--- src/rtl/pwm_bank_if.sv ---
// Write port of pwm_bank: per-channel duty/ramp programming, always-ready.
interface pwm_bank_if #(
  parameter int unsigned CHW = 2,
  parameter int unsigned CW  = 11
);
  logic           wr_valid;
  logic           wr_ready;
  logic [CHW-1:0] wr_ch;
  logic           wr_mode;
  logic [CW-1:0]  wr_value;
  logic [CW-1:0]  wr_step;

  modport master (output wr_valid, wr_ch, wr_mode, wr_value, wr_step, input wr_ready);
  modport slave  (input wr_valid, wr_ch, wr_mode, wr_value, wr_step, output wr_ready);
endinterface

--- src/rtl/pwm_bank.sv ---
// Multi-channel PWM with a shared period counter; duties change only at period
// boundaries, either jumping to the target or ramping toward it.
module pwm_bank #(
  parameter int unsigned NUM_CH       = 3,
  parameter int unsigned PWM_INTERVAL = 1200,
  parameter bit          ACTIVE_LOW   = 1'b1,
  parameter int unsigned CW           = $clog2(PWM_INTERVAL + 1),
  parameter int unsigned CHW          = (NUM_CH > 1) ? $clog2(NUM_CH) : 1
) (
  input  logic              clk,
  input  logic              rst_n,
  pwm_bank_if.slave         wr,
  output logic [NUM_CH-1:0] pwm_out,
  output logic [NUM_CH-1:0] busy,
  output logic              period_start
);

  localparam int unsigned   CW1      = CW + 1;
  localparam logic [CW-1:0] MAX_DUTY = CW'(PWM_INTERVAL);
  localparam logic [CW-1:0] LAST_CNT = CW'(PWM_INTERVAL - 1);

  logic [CW-1:0]              cnt_q, cnt_d;
  logic [NUM_CH-1:0][CW-1:0]  duty_q, duty_d;
  logic [NUM_CH-1:0][CW-1:0]  target_q, target_d;
  logic [NUM_CH-1:0][CW-1:0]  step_q, step_d;
  logic [NUM_CH-1:0]          mode_q, mode_d;
  logic [NUM_CH-1:0]          pwm_out_q, pwm_out_d;
  logic [NUM_CH-1:0]          busy_q, busy_d;
  logic                       period_start_q, period_start_d;
  logic                       wr_ready_q, wr_ready_d;

  logic                       at_boundary;
  logic                       wr_fire;
  logic [CW-1:0]              wr_value_clamped;
  logic [CW1-1:0]             step_eff;
  logic [CW1-1:0]             up_sum;
  logic [CW1-1:0]             dn_gap;

  assign at_boundary      = (cnt_q == LAST_CNT);
  assign wr_fire          = wr.wr_valid && wr_ready_q;
  assign wr_value_clamped = (wr.wr_value > MAX_DUTY) ? MAX_DUTY : wr.wr_value;

  assign wr.wr_ready   = wr_ready_q;
  assign pwm_out       = pwm_out_q;
  assign busy          = busy_q;
  assign period_start  = period_start_q;

  // Free-running period counter
  always_comb begin
    cnt_d      = at_boundary ? '0 : cnt_q + CW'(1);
    wr_ready_d = 1'b1;
  end

  // Write capture; out-of-range channel indices match no channel and are dropped
  always_comb begin
    target_d = target_q;
    step_d   = step_q;
    mode_d   = mode_q;
    if (wr_fire) begin
      for (int unsigned i = 0; i < NUM_CH; i++) begin
        if (wr.wr_ch == CHW'(i)) begin
          target_d[i] = wr_value_clamped;
          step_d[i]   = wr.wr_step;
          mode_d[i]   = wr.wr_mode;
        end
      end
    end
  end

  // Boundary duty update; ramp math at CW+1 bits so neither direction can wrap
  always_comb begin
    duty_d   = duty_q;
    step_eff = '0;
    up_sum   = '0;
    dn_gap   = '0;
    for (int unsigned i = 0; i < NUM_CH; i++) begin
      step_eff = (step_q[i] == '0) ? CW1'(1) : {1'b0, step_q[i]};
      up_sum   = {1'b0, duty_q[i]} + step_eff;
      dn_gap   = {1'b0, duty_q[i]} - {1'b0, target_q[i]};
      if (at_boundary) begin
        if (!mode_q[i]) begin
          duty_d[i] = target_q[i];
        end else if (duty_q[i] < target_q[i]) begin
          duty_d[i] = (up_sum >= {1'b0, target_q[i]}) ? target_q[i] : up_sum[CW-1:0];
        end else if (duty_q[i] > target_q[i]) begin
          duty_d[i] = (dn_gap <= step_eff) ? target_q[i] : CW'({1'b0, duty_q[i]} - step_eff);
        end
      end
    end
  end

  // Output stage: one cycle behind the counter, so period_start marks cnt==0's output
  always_comb begin
    pwm_out_d      = '0;
    busy_d         = '0;
    period_start_d = (cnt_q == '0);
    for (int unsigned i = 0; i < NUM_CH; i++) begin
      pwm_out_d[i] = (cnt_q < duty_q[i]) ^ ACTIVE_LOW;
      busy_d[i]    = (duty_q[i] != target_q[i]);
    end
  end

  always_ff @(posedge clk or negedge rst_n) begin
    if (!rst_n) begin
      cnt_q          <= '0;
      duty_q         <= '0;
      target_q       <= '0;
      step_q         <= '0;
      mode_q         <= '0;
      pwm_out_q      <= {NUM_CH{ACTIVE_LOW}};
      busy_q         <= '0;
      period_start_q <= 1'b0;
      wr_ready_q     <= 1'b0;
    end else begin
      cnt_q          <= cnt_d;
      duty_q         <= duty_d;
      target_q       <= target_d;
      step_q         <= step_d;
      mode_q         <= mode_d;
      pwm_out_q      <= pwm_out_d;
      busy_q         <= busy_d;
      period_start_q <= period_start_d;
      wr_ready_q     <= wr_ready_d;
    end
  end

endmodule
--- src/flat_wrapper.sv ---
// flat-port wrapper written by rule: the top's interface ports become plain ports
module pwm_bank_flat 
#(
  parameter int unsigned NUM_CH       = 3,
  parameter int unsigned PWM_INTERVAL = 1200,
  parameter bit          ACTIVE_LOW   = 1'b1,
  parameter int unsigned CW           = $clog2(PWM_INTERVAL + 1),
  parameter int unsigned CHW          = (NUM_CH > 1) ? $clog2(NUM_CH) : 1
)
  (clk, rst_n, pwm_out, busy, period_start, wr_wr_valid, wr_wr_ch, wr_wr_mode, wr_wr_value, wr_wr_step, wr_wr_ready);
  pwm_bank_if #(.CHW(CHW), .CW(CW)) wr_i ();
  input  logic clk;
  input  logic rst_n;
  output logic [NUM_CH-1:0] pwm_out;
  output logic [NUM_CH-1:0] busy;
  output logic period_start;
  input wire logic [$bits(wr_i.wr_valid)-1:0] wr_wr_valid;
  input wire logic [$bits(wr_i.wr_ch)-1:0] wr_wr_ch;
  input wire logic [$bits(wr_i.wr_mode)-1:0] wr_wr_mode;
  input wire logic [$bits(wr_i.wr_value)-1:0] wr_wr_value;
  input wire logic [$bits(wr_i.wr_step)-1:0] wr_wr_step;
  output wire logic [$bits(wr_i.wr_ready)-1:0] wr_wr_ready;
  assign wr_i.wr_valid = wr_wr_valid;
  assign wr_i.wr_ch = wr_wr_ch;
  assign wr_i.wr_mode = wr_wr_mode;
  assign wr_i.wr_value = wr_wr_value;
  assign wr_i.wr_step = wr_wr_step;
  assign wr_wr_ready = wr_i.wr_ready;
  pwm_bank #(.NUM_CH(NUM_CH), .PWM_INTERVAL(PWM_INTERVAL), .ACTIVE_LOW(ACTIVE_LOW), .CW(CW), .CHW(CHW)) u_core (.clk(clk), .rst_n(rst_n), .wr(wr_i), .pwm_out(pwm_out), .busy(busy), .period_start(period_start));
endmodule
--- config.mk ---
export PLATFORM = sky130hd
export DESIGN_NAME = pwm_bank_flat
export DESIGN_NICKNAME = d
export VERILOG_FILES = /design/src/rtl/pwm_bank_if.sv /design/src/rtl/pwm_bank.sv /design/src/flat_wrapper.sv
export SDC_FILE = /design/constraint.sdc
export NUM_CORES = 1
export LEC_CHECK = 0
export CORE_ASPECT_RATIO = 1.4
export CORE_UTILIZATION = 58
export DETAILED_ROUTE_END_ITERATION = 10
export PLACE_DENSITY = 0.79
export REMOVE_ABC_BUFFERS = 1
export SLEW_MARGIN = 25
export SYNTH_ARGS = -nofsm -noshare
export SYNTH_HDL_FRONTEND = slang
export SYNTH_SLANG_ARGS = --single-unit
export TNS_END_PERCENT = 10
--- constraint.sdc ---
create_clock -name clk -period 4.4 [get_ports clk]
set_clock_uncertainty 0.2 [all_clocks]
set_input_delay 0.44 -clock clk [delete_from_list [all_inputs] [get_ports clk]]
set_output_delay 0.44 -clock clk [all_outputs]
set_load 0.02 [all_outputs]
==> results of run 1 <==
## power by group through the flow
stage | registers, µW | logic (µW) | clock network (µW)
detailed placement | 1360 | 2680 | 0
floorplan | 1360 | 1620 | 0
global route | 1370 | 3190 | 1410
finish | 1360 | 2910 | 1350
global placement | 1360 | 2620 | 0
CTS | 1350 | 2810 | 1360
## flip-flops by register name, indices dropped and copies added, names as in the netlist
register             count
u_core.step_q           33
u_core.cnt_q            11
u_core.wr.wr_ready       1
u_core.period_start      1
u_core.duty_q           33
u_core.target_q         33
u_core.mode_q            3
u_core.busy              3
u_core.pwm_out           3
## timing repair
action | in CTS | in global routing
hold buffers | 1 | 0
setup buffers | 11 | 4
gates resized for setup | 49 | 25
endpoints found under the hold margin | 13 | 0
setup endpoints to repair | 33 | 33
pin swaps | 48 | 16
## stage by stage
step	TNS [ns]	instances	setup slack, ns
after floorplan	-0.9787	1418	-0.2085
after global placement	-9.634	1880	-0.5067
after detailed placement	-13.64	1880	-0.6203
after CTS	-6.494	1922	-0.3677
after global routing	-12.87	1926	-0.6281
final	-7.537	1926	-0.4566
## critical path, stage by stage, from the launching register on
cell	delay [ns]
dfrtp_1	0.39
nor4_2	0.34
buf_4	0.16
a41o_1	0.17
ha_2	0.20
inv_2	0.04
fa_2	0.36
o21ba_4	0.20
nand2b_4	0.14
a21oi_4	0.19
o41ai_4	0.12
mux2i_1	0.16
and3_1	0.17
ha_1	0.27
o21a_1	0.14
nand4_1	0.10
or4_1	0.44
nand4_1	0.20
nor3_4	0.08
buf_4	0.16
buf_4	0.12
o21ai_1	0.07
a21oi_1	0.10
a311oi_2	0.23
## worst paths after layout
kind	startpoint	to	slack (ns)	cells past startpoint
min in group asynchronous	rst_n	u_core.busy[1]$_DFF_PN0_	0.50	2
max in group asynchronous	rst_n	u_core.pwm_out[0]$_DFF_PN1_	2.52	3
worst max register to register	u_core.step_q[6]$_DFFE_PN0P_	u_core.duty_q[8]$_DFFE_PN0P_	-0.46	23
worst min-delay path	u_core.target_q[7]$_DFFE_PN0P_	u_core.target_q[7]$_DFFE_PN0P_	0.28	2
worst min register to register	u_core.target_q[7]$_DFFE_PN0P_	u_core.target_q[7]$_DFFE_PN0P_	0.28	2
worst max-delay path	u_core.step_q[6]$_DFFE_PN0P_	u_core.duty_q[8]$_DFFE_PN0P_	-0.46	23
## kinds of logic (layout without fill, tap and decap cells)
group,after synthesis,count (layout),share of synthesized area (%)
compound gates,401,401,22.18
xor+xnor,56,56,3.940
fa+ha+maj,203,203,20.95
buf+inv,212,395,6.905
flops,121,121,24.35
mux,32,32,2.834
other cells,1,1,0.03012
simple gates,457,457,18.81
## placed cells by master, fill, tap and decap left out, types with 20 or more instances in the layout
master	instances
ha_1	191
buf_4	178
inv_1	144
dfrtp_1	117
nor2_1	116
nand2_1	100
o21ai_0	98
a21oi_1	69
xnor2_1	35
clkdlybuf4s50_1	34
nand3_1	32
nor2b_1	31
nor3_1	29
a21o_1	26
a31oi_1	26
mux2_2	26
nand2b_1	23
xor2_1	20
## per-layer routing
layer / vias to the layer above / GRT usage, %
met5: - / 0
met4: 0 / 19.83
met3: 139 / 4.569
met2: 478 / 64.38
met1: 5867 / 44.41
li1: 5653 / -
## final cells by class
type	count	share of cell area, %
multi-input combinational	1150	58.72
clock buffer	18	2.911
inverter	147	3.657
tap	260	2.156
clock inverter	12	0.8459
sequential	121	20.10
timing repair buffer	218	11.61
==> key figures, run 1 <==
Final layout
  • Ratio of cells with drive above 1 in the final layout: 20.65%
  • Nets: 1,886
  • Final Cell Area: 15,090 µm²
  • Synthesis-to-layout area growth: 21.20%
  • Diode count: 0
  • Finished Core Util: 71.42%
  • Area of the multi-input gates: 8859 µm²
  • Seq. cell area: 3033 µm²
  • Fill cells: 1,666

Clocking
  • Htree depth: 4
  • Clk_lat worst skew: 0.42 ns
  • Clock sinks: 121
  • CTS buffer count: 17
  • Root buf cell: clkbuf_16
  • CTS tree: built
  • Worst-path clk slew: 0.06 ns
  • Bufs on Longest Clock Path: 2

Timing
  • Max-slew violations: 0
  • Rel. slew slack: 36.97%
  • Final setup violation count: 32
  • Hold Vio Cnt, Final: 0
  • Min setup slack post-route: -0.4566 ns
  • Worst-Margin Slew: 0.9454 ns
  • Post-layout min period: 4.857 ns
  • Hold_ws: 0.2777 ns
  • Fmax: 205.9 MHz
  • RSZ-0062 raised after global routing: true
  • Tcrit/Tclk final: 110.4%

Power
  • Total power: 5622 µW
  • Lkg Pwr: 0.007046 µW
  • NetSw: 2207 µW
  • Peak VDD IR: 0.2251 mV
  • Internal: 3415 µW
  • Pwr dens: 372.7 nW/µm²
  • Sw Ratio: 39.25%
  • Combinational share of power: 51.8%
  • Share of power burned in registers: 24.2%
  • Clk network pwr share: 24.0%

Setup path
  • WP data required: 4.53 ns
  • Worst-path maximum fanout: 5
  • Worst Setup Start Kind: register
  • Setup CP Type: reg -> reg
  • Worst path arrival time: 4.99 ns
  • CP endpoint kind: register

Floorplanning
  • Row count: 63
  • Die area: 22,060 µm²
  • Initial Util: 58.93%
  • Die Y: 175.3 µm
  • Core footprint: 21,130 µm²
  • Die Span X: 125.8 µm
  • IO Count: 36

GRT
  • Largest net degree at the start of global routing: 69
  • Overflow after GRT: 0
  • Gr usage total: 36.94%
  • Number of global-route vias before repair: 11,990
  • Antenna violations before repair: 0
  • First-pass GRT wire length: 62,830 µm

Synth
  • Synth area leaders: dfrtp_1, ha_1, inv_1
  • Post-synth EDFFs: 0
  • Cells after synthesis: 1,483
  • Largest area contributor in the netlist: dfrtp_1
  • Netlist cell types: 105
  • Asr flop ratio synth: 100.0%
  • Register area share after synthesis: 24.35%
  • Synthesis-stage register bit count: 121
  • Mapped cell area: 12,450 µm²
  • Commonest cells post-synth: ha_1, inv_1, nor2_1
  • Most common cell in the synthesized netlist: ha_1
  • Post-synth top flop: dfrtp_1
  • Syn Area/Cell: 8.394 µm²
  • Post-synth top area share: 23.72%
  • YS warnings: 0

Placement
  • Routability cong.: 1.009
  • Port bufs: 35
  • Area after DPL: 14,080 µm²
  • DP HPWL: 31,980 µm

Detailed routing
  • DRC violations left: 0
  • Met1 WL: 15,970 µm
  • Vias per inst: 6.302
  • Met3 WL: 2086 µm
  • Pre-Repair DR Iteration Count: 5
  • Final WL: 40,030 µm
  • Top sig layer: met4
  • Met2 routed WL: 19,720 µm
  • Wire per inst: 20.79 µm
  • First DRT Iteration DRCs: 1,007
  • Vias after detailed routing: 12,140
  • Post-route antenna net violation count: 0

Job
  • Max_cap viols: 0

Outcome
  • Status: finished with violations
  • Violated checks: negative setup slack

Min path
  • HP Class: reg -> reg
Note: power is estimated with default switching activity, not from simulation.
==> run 2, diff against run 1 <==
Settings changed: CORE_MARGIN from default to 2.
==> run 2 against run 1 <==
The flow still finishes with violations (negative setup slack). Die area is 2.7% higher. Register-to-register slack worse by 0.02 ns. Worst setup slack worse by 0.022 ns. Maximum frequency is 0.46% lower. Power is 2.4% higher. Critical path depth stayed put. Largest power group unchanged.
==> key figures, run 2 (synthesis results as in run 1) <==
Timing
  • Min setup slack post-route: -0.4790 ns (-0.02242 ns)
  • Max-slew violations: 0 (unchanged)
  • Hold Vio Cnt, Final: 0 (unchanged)
  • Post-layout min period: 4.879 ns (+0.02242 ns)
  • RSZ-0062 raised after global routing: true
  • Rel. slew slack: 38.76% (+1.8 points)
  • Tcrit/Tclk final: 110.9% (+0.51 points)
  • Fmax: 205.0 MHz (-0.46%)
  • Worst-Margin Slew: 0.9186 ns (-0.02677 ns)
  • Final setup violation count: 33 (+3.1%)

Setup path
  • Worst path bufs/invs: 4 (unchanged)
  • Critical-path cell list: nor4_2 > buf_4 > a41o_1 > ha_2 > inv_2 > fa_2 > o21ba_4 > nand2b_4 > a21oi_4 > o41ai_4 > mux2i_1 > and3_1 > ha_1 > o21a_1 > nand4_1 > or4_1 > nand4_1 > nor3_4 > buf_6 > o21ai_4 > buf_6 > nand3_2 > nor3b_2
  • CP endpoint kind: register
  • Max incr delay on CP: 0.53 ns (+0.09 ns)
  • Worst path arrival time: 4.99 ns (about the same)
  • WP data required: 4.51 ns (-0.02 ns)
  • Setup CP Type: reg -> reg
  • Worst Setup Start Kind: register
  • Slowest CP cell: or4_1
  • Worst-path maximum fanout: 5 (unchanged)
  • Crit path max-delay family: simple AND/OR/NAND/NOR gates

Final layout
  • Final cell count without fillers: 1,923 (-0.16%)
  • Ratio of cells with drive above 1 in the final layout: 19.90% (-0.74 points)
  • Final Cell Area: 15,080 µm² (about the same)
  • Diode count: 0 (unchanged)
  • Commonest non-fill, non-tap cells in the layout: ha_1, buf_4, inv_1
  • Nets: 1,881 (-0.27%)
  • Synthesis-to-layout area growth: 21.17% (about the same)
  • Finished Core Util: 71.40% (about the same)
  • Largest registers: u_core.duty_q: 33 flops, u_core.step_q: 33 flops, u_core.target_q: 33 flops
  • Fill cells: 1,620 (-2.8%)
  • Most common cell after layout, fill and taps aside: ha_1

Detailed routing
  • DRC violations left: 0 (unchanged)
  • Vias after detailed routing: 12,140 (+0.025%)
  • Vias per inst: 6.313 (+0.18%)
  • Wire per inst: 20.78 µm (about the same)
  • Post-route antenna net violation count: 0 (unchanged)
  • First DRT Iteration DRCs: 1,073 (+6.6%)
  • Pre-Repair DR Iteration Count: 5 (unchanged)
  • Final WL: 39,950 µm (-0.19%)

Floorplanning
  • Row count: 63 (unchanged)
  • Die area: 22,670 µm² (+2.7%)
  • IO Count: 36 (unchanged)
  • Core footprint: 21,130 µm² (unchanged)
  • Die Span X: 127.8 µm (+1.6%)
  • Die Y: 177.3 µm (+1.1%)
  • Initial Util: 58.93% (unchanged)

GRT
  • Largest net degree at the start of global routing: 55 (-20%)
  • Number of global-route vias before repair: 12,150 (+1.3%)
  • Gr usage total: 35.97% (-0.98 points)
  • Overflow after GRT: 0 (unchanged)
  • Antenna violations before repair: 0 (unchanged)
  • First-pass GRT wire length: 63,660 µm (+1.3%)

Clocking
  • Htree depth: 4 (unchanged)
  • Clock sinks: 121 (unchanged)
  • Worst-path clk slew: 0.06 ns (about the same)
  • CTS tree: built
  • Root buf cell: clkbuf_16
  • CTS buffer count: 17 (unchanged)
  • Clk_lat worst skew: 0.42 ns (about the same)
  • Bufs on Longest Clock Path: 2 (unchanged)

Power
  • Pwr dens: 381.7 nW/µm² (+2.4%)
  • Total power: 5758 µW (+2.4%)
  • Peak VDD IR: 0.2935 mV (+30%)
  • Lkg Pwr: 0.007055 µW (+0.13%)

Placement
  • Area after DPL: 14,040 µm² (-0.34%)
  • DP HPWL: 31,090 µm (-2.8%)
  • Pre-CTS setup slack: -0.5914 ns (+0.02886 ns)
  • Routability cong.: 1.009 (about the same)
  • Dpl cells: 1,875 (-0.27%)
  • Port bufs: 35 (unchanged)

Outcome
  • Status: finished with violations
  • Violated checks: negative setup slack

Job
  • Max_cap viols: 0 (unchanged)

Min path
  • HP Class: reg -> reg
==> run 2: changes by cell type in the layout (fill, tap and decap cells not counted), sizes merged <==
cell / previous run / this run
clkbuf: 18 / 19
clkinvlp: 4 / 1
buf: 183 / 178
inv: 148 / 150
bufinv: 2 / 4
==> run 2: per-stage QoR <==
step           setup TNS [ns]  hold WS [ns]
2_1_floorplan         -0.9787      -0.05559
3_3_place_gp           -10.99        0.2670
3_5_place_dp           -15.48        0.2709
4_1_cts                -9.046        0.2988
5_1_grt                -18.18        0.3333
6_report               -10.41        0.3045
==> run 2: power by group <==
group	total [µW]	leakage (µW)	switching, µW	internal (µW)
registers	1390	0.00154	145	1240
clock network	1550	0.000314	567	985
logic	2820	0.00520	1530	1290
==> run 2: area by class of cell <==
class | instances | area, µm² | share of cell area [%]
multi-input combinational | 1150 | 8830 | 58.54
sequential | 121 | 3032 | 20.10
timing repair buffer | 213 | 1702 | 11.28
inverter | 147 | 551.8 | 3.658
clock buffer | 19 | 452.9 | 3.003
tap | 260 | 325.3 | 2.157
clock inverter | 13 | 190.2 | 1.261
==> run 2: worst min-delay path, stage by stage, from the launching register on <==
cell     delay [ns]
dfrtp_1        0.36
nand2_1        0.05
o21ai_0        0.06
==> run 2: routing by layer <==
layer	global-route usage [%]	share of wire, %
met1	43.98	40
met2	61.19	48
met3	5.366	6.2
met4	18.82	5.8
met5	0	0
==> run 2: worst paths after layout <==
kind	depth (start not counted)	startpoint	slack, ns	to
worst max-delay path	23	u_core.step_q[6]$_DFFE_PN0P_	-0.48	u_core.duty_q[7]$_DFFE_PN0P_
worst min register to register	2	u_core.target_q[8]$_DFFE_PN0P_	0.30	u_core.target_q[8]$_DFFE_PN0P_
worst max register to register	23	u_core.step_q[6]$_DFFE_PN0P_	-0.48	u_core.duty_q[7]$_DFFE_PN0P_
worst min-delay path	2	u_core.target_q[8]$_DFFE_PN0P_	0.30	u_core.target_q[8]$_DFFE_PN0P_
max in group asynchronous	3	rst_n	2.56	u_core.pwm_out[2]$_DFF_PN1_
min in group asynchronous	2	rst_n	0.42	u_core.duty_q[21]$_DFFE_PN0P_
==> run 2: repair_timing <==
item | in CTS | in global routing
hold buffers | 1 | 0
cloned | 1 | 0
endpoints found under the setup margin | 33 | 33
setup buffers | 6 | 8
pin swaps | 30 | 32
hold endpoints to repair | 50 | 0
resized for setup | 40 | 23
